--- config.mk ---
export PLATFORM = sky130hd
export DESIGN_NAME = button_cond
export DESIGN_NICKNAME = d
export VERILOG_FILES = /design/src/rtl/button_cond.sv
export SDC_FILE = /design/constraint.sdc
export NUM_CORES = 1
export LEC_CHECK = 0
export CORE_ASPECT_RATIO = 0.75
export CORE_MARGIN = 2
export CORE_UTILIZATION = 45
export CTS_BUF_LIST = sky130_fd_sc_hd__clkbuf_4 sky130_fd_sc_hd__clkbuf_8 sky130_fd_sc_hd__clkbuf_16
export DETAILED_ROUTE_END_ITERATION = 12
export GPL_ROUTABILITY_DRIVEN = 0
export PLACE_DENSITY_LB_ADDON = 0.08
export SLEW_MARGIN = 20
export SYNTH_ARGS = -nofsm -noshare
export SYNTH_HDL_FRONTEND = slang
export SYNTH_SLANG_ARGS = --single-unit
--- constraint.sdc ---
create_clock -name sysclk -period 2 [get_ports sysclk]
set_clock_uncertainty 0.05 [all_clocks]
set_input_delay 0.2 -clock sysclk [delete_from_list [all_inputs] [get_ports sysclk]]
set_output_delay 0.2 -clock sysclk [all_outputs]
set_load 0.005 [all_outputs]
--- src/rtl/button_cond.sv ---
// button_cond: synchronizes, debounces and edge-detects four board push-buttons.
// Optional power-on reset stretch on button_r is enabled by defining BUTTON_POR_EN.
`default_nettype none

module button_cond #(
  parameter int TICK_DIV   = 50000,
  parameter int STABLE_CNT = 16,
  parameter int POR_TICKS  = 64
) (
  input  logic sysclk,
  input  logic reset_n,
  input  logic raw_r,
  input  logic raw_b,
  input  logic raw_h,
  input  logic raw_c,
  output logic button_r,
  output logic button_b,
  output logic button_h,
  output logic button_c,
  output logic press_r,
  output logic press_b,
  output logic press_h,
  output logic press_c,
  output logic por_busy
);

  localparam int              TW        = $clog2(TICK_DIV);
  localparam int              CW        = $clog2(STABLE_CNT + 1);
  localparam logic [TW-1:0]   TICK_LAST = TW'(TICK_DIV - 1);
  localparam logic [CW-1:0]   CNT_DONE  = CW'(STABLE_CNT);

  // Bit order everywhere: {c, h, b, r}
  logic [3:0]          raw_vec;
  logic [3:0]          meta_d, meta_q;
  logic [3:0]          sync_d, sync_q;
  logic [TW-1:0]       tick_cnt_d, tick_cnt_q;
  logic                tick;
  logic [3:0][CW-1:0]  cnt_d, cnt_q;
  logic [CW-1:0]       cnt_inc;
  logic [3:0]          deb_d, deb_q;
  logic [3:0]          press_d, press_q;

  assign raw_vec = {raw_c, raw_h, raw_b, raw_r};

  always_comb begin
    meta_d     = raw_vec;
    sync_d     = meta_q;
    tick       = (tick_cnt_q == TICK_LAST);
    tick_cnt_d = tick ? '0 : tick_cnt_q + 1'b1;
    cnt_d      = cnt_q;
    deb_d      = deb_q;
    press_d    = '0;
    cnt_inc    = '0;
    if (tick) begin
      for (int i = 0; i < 4; i++) begin
        if (sync_q[i] != deb_q[i]) begin
          cnt_inc = cnt_q[i] + 1'b1;
          // Counter is cleared on acceptance, so it never passes STABLE_CNT.
          if (cnt_inc == CNT_DONE) begin
            deb_d[i]   = sync_q[i];
            cnt_d[i]   = '0;
            press_d[i] = sync_q[i];
          end else begin
            cnt_d[i] = cnt_inc;
          end
        end else begin
          cnt_d[i] = '0;
        end
      end
    end
  end

  always_ff @(posedge sysclk or negedge reset_n) begin
    if (!reset_n) begin
      meta_q     <= '0;
      sync_q     <= '0;
      tick_cnt_q <= '0;
      cnt_q      <= '0;
      deb_q      <= '0;
      press_q    <= '0;
    end else begin
      meta_q     <= meta_d;
      sync_q     <= sync_d;
      tick_cnt_q <= tick_cnt_d;
      cnt_q      <= cnt_d;
      deb_q      <= deb_d;
      press_q    <= press_d;
    end
  end

`ifdef BUTTON_POR_EN
  localparam int            PW       = $clog2(POR_TICKS + 1);
  localparam logic [PW-1:0] POR_DONE = PW'(POR_TICKS);

  logic [PW-1:0] por_cnt_d, por_cnt_q;
  logic          por_busy_d, por_busy_q;

  always_comb begin
    por_cnt_d  = por_cnt_q;
    por_busy_d = por_busy_q;
    if (por_busy_q && tick) begin
      if (por_cnt_q + 1'b1 == POR_DONE) begin
        por_busy_d = 1'b0;
        por_cnt_d  = '0;
      end else begin
        por_cnt_d = por_cnt_q + 1'b1;
      end
    end
  end

  // Stretch is armed by reset itself so it is active from the first cycle after release.
  always_ff @(posedge sysclk or negedge reset_n) begin
    if (!reset_n) begin
      por_cnt_q  <= '0;
      por_busy_q <= 1'b1;
    end else begin
      por_cnt_q  <= por_cnt_d;
      por_busy_q <= por_busy_d;
    end
  end

  assign por_busy = por_busy_q;
  assign button_r = deb_q[0] | por_busy_q;
`else
  assign por_busy = 1'b0;
  assign button_r = deb_q[0];
`endif

  assign button_b = deb_q[1];
  assign button_h = deb_q[2];
  assign button_c = deb_q[3];
  assign press_r  = press_q[0];
  assign press_b  = press_q[1];
  assign press_h  = press_q[2];
  assign press_c  = press_q[3];

endmodule

`default_nettype wire

Word-level counts from Yosys, hierarchy flattened
Index checks and enable logic that the tools add are counted.
- multiplexer cells: 18
- equal/unequal tests: 9
- reductions and logical operators: 4
- add/sub/neg operators: 5
- operators by type and width (operator ; number):
    $mux W5 ; 8
    $add A5 B1 Y5 const B ; 4
    $eq A5 B5 Y1 const B ; 4
    $add A16 B1 Y16 const B ; 1
    $eq A16 B16 Y1 const B ; 1
    $mux W16 ; 1
    $reduce_and A3 Y1 ; 4
    $mux W1 ; 8
    $mux W4 ; 1
    $ne A1 B1 Y1 ; 4
- register bits: 52
- word-level logic and storage cells: 48
- input bits: 6

Logic depth before layout (Yosys ltp)
Gate-level depths: netlist of the first run.
- depth after elaboration: 5
- depth in mapped cells: 6
- mapped depth without buffers: 5

Least setup slack after synthesis of the first run
No wires, ideal clock.
- kind: reg-to-reg
- from: register tick_cnt_q[0]
- to: register deb_q[0]
- path slack: 0.236 ns
- buffers on the path: 0
- data arrival time: 1.586 ns
- cell stages (with the launch flop): 6
- clock period less this slack: 1.764 ns
- cell sequence: dfrtp_1 ha_1 and3_1 nand4_4 a211oi_2 mux2_1
- cells in the longest elaborated chain, start to end: 2
- RTL lines (item ; RTL line ; source):
    start: declaration ; 36 ; logic [TW-1:0] tick_cnt_d, tick_cnt_q;
    start signal: assignment ; 84 ; tick_cnt_q <= tick_cnt_d;
    $eq A16 B16 Y1 ; 48 ; tick = (tick_cnt_q == TICK_LAST);
    $reduce_and A3 Y1 (no source line) ; -- ;
    end signal: assignment ; 79 ; deb_q <= '0;
    end signal: assignment ; 86 ; deb_q <= deb_d;
    end: declaration ; 40 ; logic [3:0] deb_d, deb_q;
Every way passes these cells.
A chain may end at the register's enable or synchronous reset.

Final worst setup path of the first run
- from: register tick_cnt_q[4]
- to: register deb_q[2]
Same word-level chain as after synthesis.

==> results of run 1 <==
-- timing repair --
item | 4_1_cts | 5_1_grt
endpoints found under the hold margin | 21 | 0
hold buffers | 1 | 0
buffers inserted | 0 | 0
-- cells in the final DEF, fill, tap and decap left out, types with 4 or more instances in the layout --
cell type / instances
dfrtp_1: 52
nand2_1: 21
o21ai_0: 15
nor2_1: 14
nand3_1: 13
xnor2_1: 12
clkdlybuf4s50_1: 12
o21ai_1: 10
nand2b_1: 7
inv_1: 6
xor2_1: 6
o31ai_1: 6
a31oi_1: 6
clkbuf_8: 6
nor2b_1: 5
nand4_1: 5
ha_1: 5
a211oi_2: 4
and3b_1: 4
a21oi_1: 4
nand4b_1: 4
mux2_1: 4
-- synth_stat cells, drive strengths merged (3+ instances only) --
library cell	instances	area, um^2
nand2b	7	43.8
o31ai	7	57.6
o21ai	25	125
and4	3	26.3
nand2	22	85.1
xor2	6	52.6
nor2	14	52.6
a21oi	4	20.0
mux2	4	45.0
inv	6	22.5
xnor2	12	105
ha	5	62.6
nand4	6	52.6
buf	3	23.8
nand3	13	65.1
nand4b	4	35.0
a211oi	4	50.1
a31oi	6	37.5
nor2b	5	31.3
dfrtp	52	1300
and3b	4	35.0
-- power by group through the flow --
| stage | sequential, mW | combinational (mW) | clock [mW] |
|---|---|---|---|
| final | 1.06 | 0.0500 | 0.631 |
| after global routing | 1.07 | 0.0585 | 0.701 |
| after CTS | 1.06 | 0.0527 | 0.664 |
| after detailed placement | 1.08 | 0.0506 | 0 |
| after global placement | 1.08 | 0.0516 | 0 |
| after floorplan | 1.08 | 0.0144 | 0 |
-- layout make-up --
class | instances | area (um^2) | share of cell area (%)
Clock inverter | 2 | 15.0 | 0.528
Inverter | 6 | 22.5 | 0.792
Timing Repair Buffer | 19 | 198 | 6.95
Clock buffer | 6 | 82.6 | 2.90
Sequential cell | 52 | 1300 | 45.7
Multi-Input combinational cell | 169 | 1130 | 39.8
Tap cell | 75 | 93.8 | 3.30
-- metrics by stage --
stage | cells | worst slack (ns)
after floorplan | 231 | 0.236
after global placement | 320 | 0.187
final | 329 | 0.165
after CTS | 329 | 0.147
after global routing | 329 | 0.0568
after detailed placement | 320 | 0.163
-- flip-flops by register name, indices dropped and copies added, names as in the netlist --
register,cells
meta_q,4
sync_q,4
cnt_q,20
tick_cnt_q,16
deb_q,4
press_q,4
-- worst paths after layout --
| kind | cells past startpoint | from | endpoint |
|---|---|---|---|
| min in group asynchronous | 2 | reset_n | cnt_q[11] |
| hold / removal | 1 | raw_b | meta_q[1] |
| setup / recovery | 4 | tick_cnt_q[4] | deb_q[2] |
| hold reg to reg | 0 | meta_q[0] | sync_q[0] |
| max in group asynchronous | 3 | reset_n | cnt_q[18] |
| setup reg to reg | 4 | tick_cnt_q[4] | deb_q[2] |
-- cells by family after synthesis --
family	count (synthesis)	synth area share, %
AO/OA/AOI/OAI	47	12.0
XOR/XNOR	18	6.35
AND/OR/NAND/NOR	94	22.7
buffers and inverters	10	2.01
adder cells (fa/ha/maj)	5	2.52
other	1	0.151
flip-flops	52	52.4
multiplexers	4	1.81
-- routing by layer --
metal  GRT usage [%]  vias to the layer above
met2            23.7                       19
met5               0                        -
met4            5.96                        0
met3            4.41                        2
met1            24.1                      841
li1                -                      877
-- worst max-delay path, cell delays in order, from the launching register on --
cell and delay [ns]:
dfrtp_1 0.46, nor4b_4 0.38, nand4_4 0.21, a211oi_2 0.28
mux2_1 0.34
==> flow_metrics.py, run 1 <==
metrics = {
    "floorplan": {
        "io_pins": 15,
        "fp.dieArea_um2": 6140,
        "fp.coreArea_um2": 5320,
        "initial_core_util_pct": 46.7,
        "die_h_um": 68.3,
        "die_x_um": 89.8,
        "num_rows": 23,
    },
    "worst_setup_path": {
        "endpoint_kind": "flip-flop",
        "r2r_slack_ns": 0.16,
        "cp_max_fo": 6,
        "startpoint_type": "flip-flop",
        "path_class": "reg -> reg",
        "worstPathRequired_ns": 2.13,
        "worstPathArrival_ns": 1.97,
    },
    "routing": {
        "dr.pass1.iters": 4,
        "drtIter0Drc": 85,
        "wl_per_cell_um": 14.0,
        "viasPerCell": 5.29,
        "postRouteAntennaNets": 0,
        "finalWirelength_um": 4600,
        "drc": 0,
        "wl_met1_um": 2500,
        "route.met2.wl_um": 1910,
        "dr_wl_met3_um": 154,
        "topRoutingLayerUsed": "met4",
        "vias": 1739,
    },
    "synth": {
        "ys_ff_latch": 52,
        "yosysUniqueCellTypes": 39,
        "synth-main-ff-cell": "dfrtp_1",
        "syn-cell-area_um2": 2480,
        "synth-edff-count": 0,
        "ys_async_sr_fraction_pct": 100,
        "netlist_instances": 231,
        "yosysSeqAreaShare_pct": 52.4,
        "ys_warn_count": 0,
        "syn_nets": 242,
        "syn_area_per_cell_um2": 10.8,
    },
    "grt": {
        "grt-ovfl-total": 0,
        "antenna_found_initial": 0,
        "grt_pass1_wl_um": 7940,
        "grt_pass1_vias": 1626,
        "grt_usage_pct": 16.5,
        "grt_max_degree": 32,
    },
    "cts": {
        "cts.clk_slew.worst_paths_ns": 0.10,
        "ctsResizeCount": 0,
        "clock_latency_ns": 0.30,
        "cts-root-buf": "clkbuf_8",
        "clock_path_buffers": 2,
        "cts.sinks": 52,
        "cts_htree_levels": 2,
        "cts_tree": "done",
        "cts_made_buffers": 5,
    },
    "cells_and_area": {
        "drive_gt1_share_pct": 10.2,
        "finalCoreUtilization_pct": 53.4,
        "areaGrowthSynthToFinish_pct": 14.6,
        "layout.nets": 264,
        "diodes": 0,
        "final_area_um2": 2850,
        "fillers": 469,
    },
    "power_and_ir_drop": {
        "clock_power_share_pct": 36.2,
        "p_leak_nw": 1.16,
        "finalPower_mw": 1.74,
        "p_int_mw": 1.36,
        "seqPwrFrac_pct": 61.0,
        "power_frac_comb_pct": 2.9,
        "peakVddDrop_uv": 327,
        "p_sw_mw": 0.385,
        "p_sw_share_pct": 22.1,
        "cellPowerDensity_nw_per_um2": 613,
    },
    "sta": {
        "fin_crit_sh_pct": 91.8,
        "finalHoldViolations": 0,
        "rsz0062_at_grt": "false",
        "tns_ns": 0,
        "setup_viol": 0,
        "slew_viol_final": 0,
        "finalHoldWorstSlack_ns": 0.272,
        "fmax_mhz": 545,
        "min_period_ns": 1.84,
        "slew_headroom_pct": 66.1,
        "tightest_slew_ns": 0.509,
    },
    "hold_path": {
        "hold_class": "in -> reg",
    },
    "placed_design": {
        "place_area_um2": 2740,
        "hpwl_um": 3180,
        "port-buffer-count": 13,
    },
    "run_status": {
        "run_status": "finished, final reports clean",
    },
    "run": {
        "maxCapViolCount": 0,
    },
}
No activity file was read; power rests on OpenSTA's default activity.
==> inputs of run 2 (changes only) <==
Settings changed: CTS_BUF_LIST sky130_fd_sc_hd__clkbuf_4 sky130_fd_sc_hd__clkbuf_8 sky130_fd_sc_hd__clkbuf_16 to not set, RECOVER_POWER set to 25.
==> run 2 against run 1 <==
  * Sequential power barely moved
  * Global-route usage unchanged
  * Clock power is essentially flat
  * Sequential share of layout area about the same
  * Non-clock buffer count is the same
  * Critical path type unchanged
==> flow_metrics.py, run 2 (synthesis gave the netlist of run 1 again) <==
metrics = {
    "routing": {
        "wl_per_cell_um": 14.0,
        "viasPerCell": 5.29,
        "dr.pass1.iters": 4,
        "vias": 1739,
        "finalWirelength_um": 4600,
        "drtIter0Drc": 85,
        "postRouteAntennaNets": 0,
        "drc": 0,
    },
    "cts": {
        "ctsResizeCount": 0,
        "clock_path_buffers": 2,
        "cts.sinks": 52,
        "cts_tree": "done",
        "clock_latency_ns": 0.30,
        "cts_made_buffers": 5,
        "cts-root-buf": "clkbuf_8",
        "cts_htree_levels": 2,
        "cts.clk_slew.worst_paths_ns": 0.09,
    },
    "worst_setup_path": {
        "worstPathRequired_ns": 2.13,
        "worst-r2r-cell-count": 4,
        "crit_chain": "nor4b_4 -> nand4_4 -> a211oi_2 -> mux2_1",
        "path_class": "reg -> reg",
        "max_stage_delay_ns": 0.46,
        "startpoint_type": "flip-flop",
        "critPathSlowestCell": "dfrtp_1",
        "cp_max_fo": 6,
        "worstPathArrival_ns": 1.97,
        "endpoint_kind": "flip-flop",
    },
    "sta": {
        "finalHoldViolations": 0,
        "setup_viol": 0,
        "slew_viol_final": 0,
        "tns_ns": 0,
        "slew_headroom_pct": 18.2,
        "tightest_slew_ns": 1.23,
        "fin_crit_sh_pct": 91.8,
        "rsz0062_at_grt": "false",
        "finalHoldWorstSlack_ns": 0.304,
        "fmax_mhz": 545,
        "min_period_ns": 1.84,
    },
    "floorplan": {
        "die_x_um": 89.8,
        "io_pins": 15,
        "num_rows": 23,
        "initial_core_util_pct": 46.7,
        "die_h_um": 68.3,
        "fp.coreArea_um2": 5320,
        "fp.dieArea_um2": 6140,
    },
    "grt": {
        "grt-ovfl-total": 0,
        "grt_usage_pct": 16.5,
        "grt_pass1_wl_um": 7940,
        "grt_max_degree": 32,
        "antenna_found_initial": 0,
        "grt_pass1_vias": 1626,
    },
    "cells_and_area": {
        "final_cell_mix": "dfrtp_1, nand2_1, o21ai_0",
        "areaGrowthSynthToFinish_pct": 14.5,
        "largest_reg_flops": 20,
        "drive_gt1_share_pct": 9.84,
        "diodes": 0,
        "largest_registers": "cnt_q (20), tick_cnt_q (16)",
        "top_register": "cnt_q",
        "layout.nets": 264,
        "mostFrequentLayoutCell": "dfrtp_1",
    },
    "power_and_ir_drop": {
        "p_int_mw": 1.36,
        "p_sw_mw": 0.386,
        "p_sw_share_pct": 22.1,
        "clock_power_share_pct": 36.2,
        "finalPower_mw": 1.74,
        "power_frac_comb_pct": 2.8,
        "cellPowerDensity_nw_per_um2": 613,
        "seqPwrFrac_pct": 61.0,
        "peakVddDrop_uv": 327,
        "p_leak_nw": 1.16,
    },
    "run": {
        "maxCapViolCount": 0,
    },
    "placed_design": {
        "hpwl_um": 3180,
        "port-buffer-count": 13,
    },
    "run_status": {
        "run_status": "finished, final reports clean",
    },
    "hold_path": {
        "hold_class": "reg -> reg",
        "whs_path_depth": 0,
    },
}
-- run 2: cell count changes in the layout (fill, tap and decap cells not counted), sizes merged --
cell,previous run,this run
clkdlybuf4s50,12,8
dlygate4sd3,1,5
buf,6,5
clkbuf,6,7
-- run 2: worst paths after layout --
check	to	start	slack, ns
min in group asynchronous	cnt_q[11]	reset_n	0.62
worst min register to register	sync_q[0]	meta_q[0]	0.30
worst max register to register	deb_q[2]	tick_cnt_q[4]	0.16
worst max-delay path	deb_q[2]	tick_cnt_q[4]	0.16
worst min-delay path	sync_q[0]	meta_q[0]	0.30
max in group asynchronous	cnt_q[18]	reset_n	0.51
-- run 2: metrics by stage --
step,area [um^2],std cells,util (%),setup slack (ns)
after floorplan,2480,231,-,0.236
after detailed placement,2740,320,51.4,0.163
final,2840,329,53.4,0.164
after CTS,2850,329,53.4,0.147
after global placement,2740,320,51.4,0.187
after global routing,2840,329,53.4,0.0568
-- run 2: area by class of cell --
cell class | count | area, um^2
Multi-Input combinational cell | 169 | 1130
Clock buffer | 6 | 82.6
Tap cell | 75 | 93.8
Fill cell | 469 | 2480
Sequential cell | 52 | 1300
Inverter | 6 | 22.5
Timing Repair Buffer | 19 | 196
Clock inverter | 2 | 15.0
-- run 2: worst max-delay path: cells and delay by family, from the launching register on --
family             cells  cell delay [ns]
and+or+nand+nor        2             0.59
muxes                  1             0.34
DFF                    1             0.46
AOI/OAI and AO/OA      1             0.28
-- run 2: power groups by stage --
stage	Clock (mW)	Combinational, mW	Sequential (mW)
floorplan	0	0.0144	1.08
global placement	0	0.0516	1.08
detailed placement	0	0.0506	1.08
CTS	0.664	0.0527	1.06
global route	0.701	0.0569	1.07
finish	0.631	0.0483	1.06
-- run 2: what timing repair did --
action	CTS	global route
endpoints found under the hold margin	21	0
setup buffers	0	0
hold buffers	1	0
-- run 2: per-layer routing --
metal | up-vias | global-route usage [%] | routed length, um
met5 | - | 0 | 0
met4 | 0 | 5.96 | 35
met3 | 2 | 4.41 | 154
met2 | 19 | 23.7 | 1910
met1 | 841 | 24.1 | 2500
li1 | 877 | - | -
==> inputs of run 3 (changes only) <==
Settings changed: CORE_UTILIZATION 45 to 47.
==> run 3 against run 2 <==
  * Sequential cell count did not move
  * Final area up 0.75%
  * Clock power down 4.1%
  * Die area is 4.0% lower
  * Critical path depth rose by 1
  * Non-clock buffer count rose by 6
  * Critical path type unchanged
==> flow_metrics.py, run 3 (synthesis gave the netlist of run 1 again) <==
metrics = {
    "cells_and_area": {
        "top_register": "cnt_q",
        "areaGrowthSynthToFinish_pct": 15.4,
        "final_cell_mix": "dfrtp_1, nand2_1, o21ai_0",
        "final_area_um2": 2870,
        "largest_reg_flops": 20,
        "drive_gt1_share_pct": 11.2,
        "diodes": 0,
        "layout.nets": 270,
        "mostFrequentLayoutCell": "dfrtp_1",
        "fillers": 437,
        "finalCoreUtilization_pct": 57.5,
        "largest_registers": "cnt_q (20), tick_cnt_q (16)",
        "final_cells": 332,
    },
    "grt": {
        "antenna_found_initial": 0,
        "grt-ovfl-total": 0,
        "grt_pass1_wl_um": 7890,
        "grt_max_degree": 32,
        "grt_pass1_vias": 1625,
        "grt_usage_pct": 17.7,
    },
    "sta": {
        "finalHoldWorstSlack_ns": 0.303,
        "layout_setup_ws_ns": 0.130,
        "finalHoldViolations": 0,
        "slew_viol_final": 0,
        "setup_viol": 0,
        "tns_ns": 0,
        "min_period_ns": 1.87,
        "slew_headroom_pct": 16.8,
        "tightest_slew_ns": 1.25,
        "fin_crit_sh_pct": 93.5,
        "rsz0062_at_grt": "false",
        "fmax_mhz": 535,
    },
    "routing": {
        "vias": 1744,
        "drc": 0,
        "dr.pass1.iters": 4,
        "finalWirelength_um": 4490,
        "viasPerCell": 5.25,
        "postRouteAntennaNets": 0,
        "wl_per_cell_um": 13.5,
        "drtIter0Drc": 120,
    },
    "worst_setup_path": {
        "cp_max_fo": 13,
        "r2r_slack_ns": 0.13,
        "startpoint_type": "flip-flop",
        "endpoint_kind": "flip-flop",
        "worstPathArrival_ns": 2.01,
        "path_class": "reg -> reg",
        "worstPathRequired_ns": 2.14,
    },
    "placed_design": {
        "place_area_um2": 2770,
        "dp.cells": 323,
        "pre_cts_ws_ns": 0.141,
        "hpwl_um": 3170,
        "port-buffer-count": 13,
    },
    "cts": {
        "cts-root-buf": "clkbuf_8",
        "cts.sinks": 52,
        "cts_htree_levels": 2,
        "cts.clk_slew.worst_paths_ns": 0.09,
        "cts_tree": "done",
        "clock_path_buffers": 2,
        "ctsResizeCount": 0,
        "cts_made_buffers": 5,
        "clock_latency_ns": 0.30,
    },
    "hold_path": {
        "hold_class": "reg -> reg",
    },
    "power_and_ir_drop": {
        "peakVddDrop_uv": 434,
        "cellPowerDensity_nw_per_um2": 599,
        "finalPower_mw": 1.72,
        "p_leak_nw": 1.19,
    },
    "floorplan": {
        "die_x_um": 87.9,
        "fp.dieArea_um2": 5890,
        "num_rows": 22,
        "fp.coreArea_um2": 4980,
        "io_pins": 15,
        "initial_core_util_pct": 49.8,
        "die_h_um": 67.0,
    },
    "run": {
        "maxCapViolCount": 0,
    },
    "run_status": {
        "run_status": "finished, final reports clean",
    },
}
==> run 3: cell types whose count changed in the layout (fill, tap and decap cells not counted), sizes merged <==
cell / previous run / this run
clkinvlp: 2 / 0
clkbuf: 7 / 9
buf: 5 / 11
==> run 3: worst max-delay path, stage by stage (launching register included) <==
cell	delay, ns
dfrtp_1	0.40
ha_1	0.17
and3_1	0.25
nand4_4	0.24
a211oi_2	0.30
mux2_1	0.34
==> run 3: repair_timing <==
item                      CTS  global route
hold endpoints to repair   21             0
buffers inserted            0             0
hold buffers                1             0
==> run 3: worst paths after layout <==
check                         startpoint       endpoint  cells after the start
max                        tick_cnt_q[1]       deb_q[2]                      5
min in group asynchronous        reset_n      cnt_q[10]                      2
min reg2reg                    meta_q[1]      sync_q[1]                      0
max in group asynchronous        reset_n  tick_cnt_q[3]                      3
max reg2reg                tick_cnt_q[1]       deb_q[2]                      5
min                            meta_q[1]      sync_q[1]                      0
==> run 3: cell type report <==
cell class	instances	area, um^2	area share [%]
multi-input cells	169	1130	39.5
clock buffers	8	90.1	3.14
flip-flops and latches	52	1300	45.4
repair buffers	25	229	7.99
well taps	72	90.1	3.14
inverters	6	22.5	0.786
==> run 3: where the power goes <==
part	internal, mW	total (mW)	switching (mW)
combinational	0.0177	0.0489	0.0312
sequential	1.06	1.06	0.00465
clock	0.283	0.605	0.323
==> run 3: layer usage <==
metal	routed length, um	GRT usage, %	up-vias
met5	0	0	-
met1	2480	27.8	820
met4	54	5.77	0
li1	-	-	892
met3	154	3.84	5
met2	1800	23.6	27
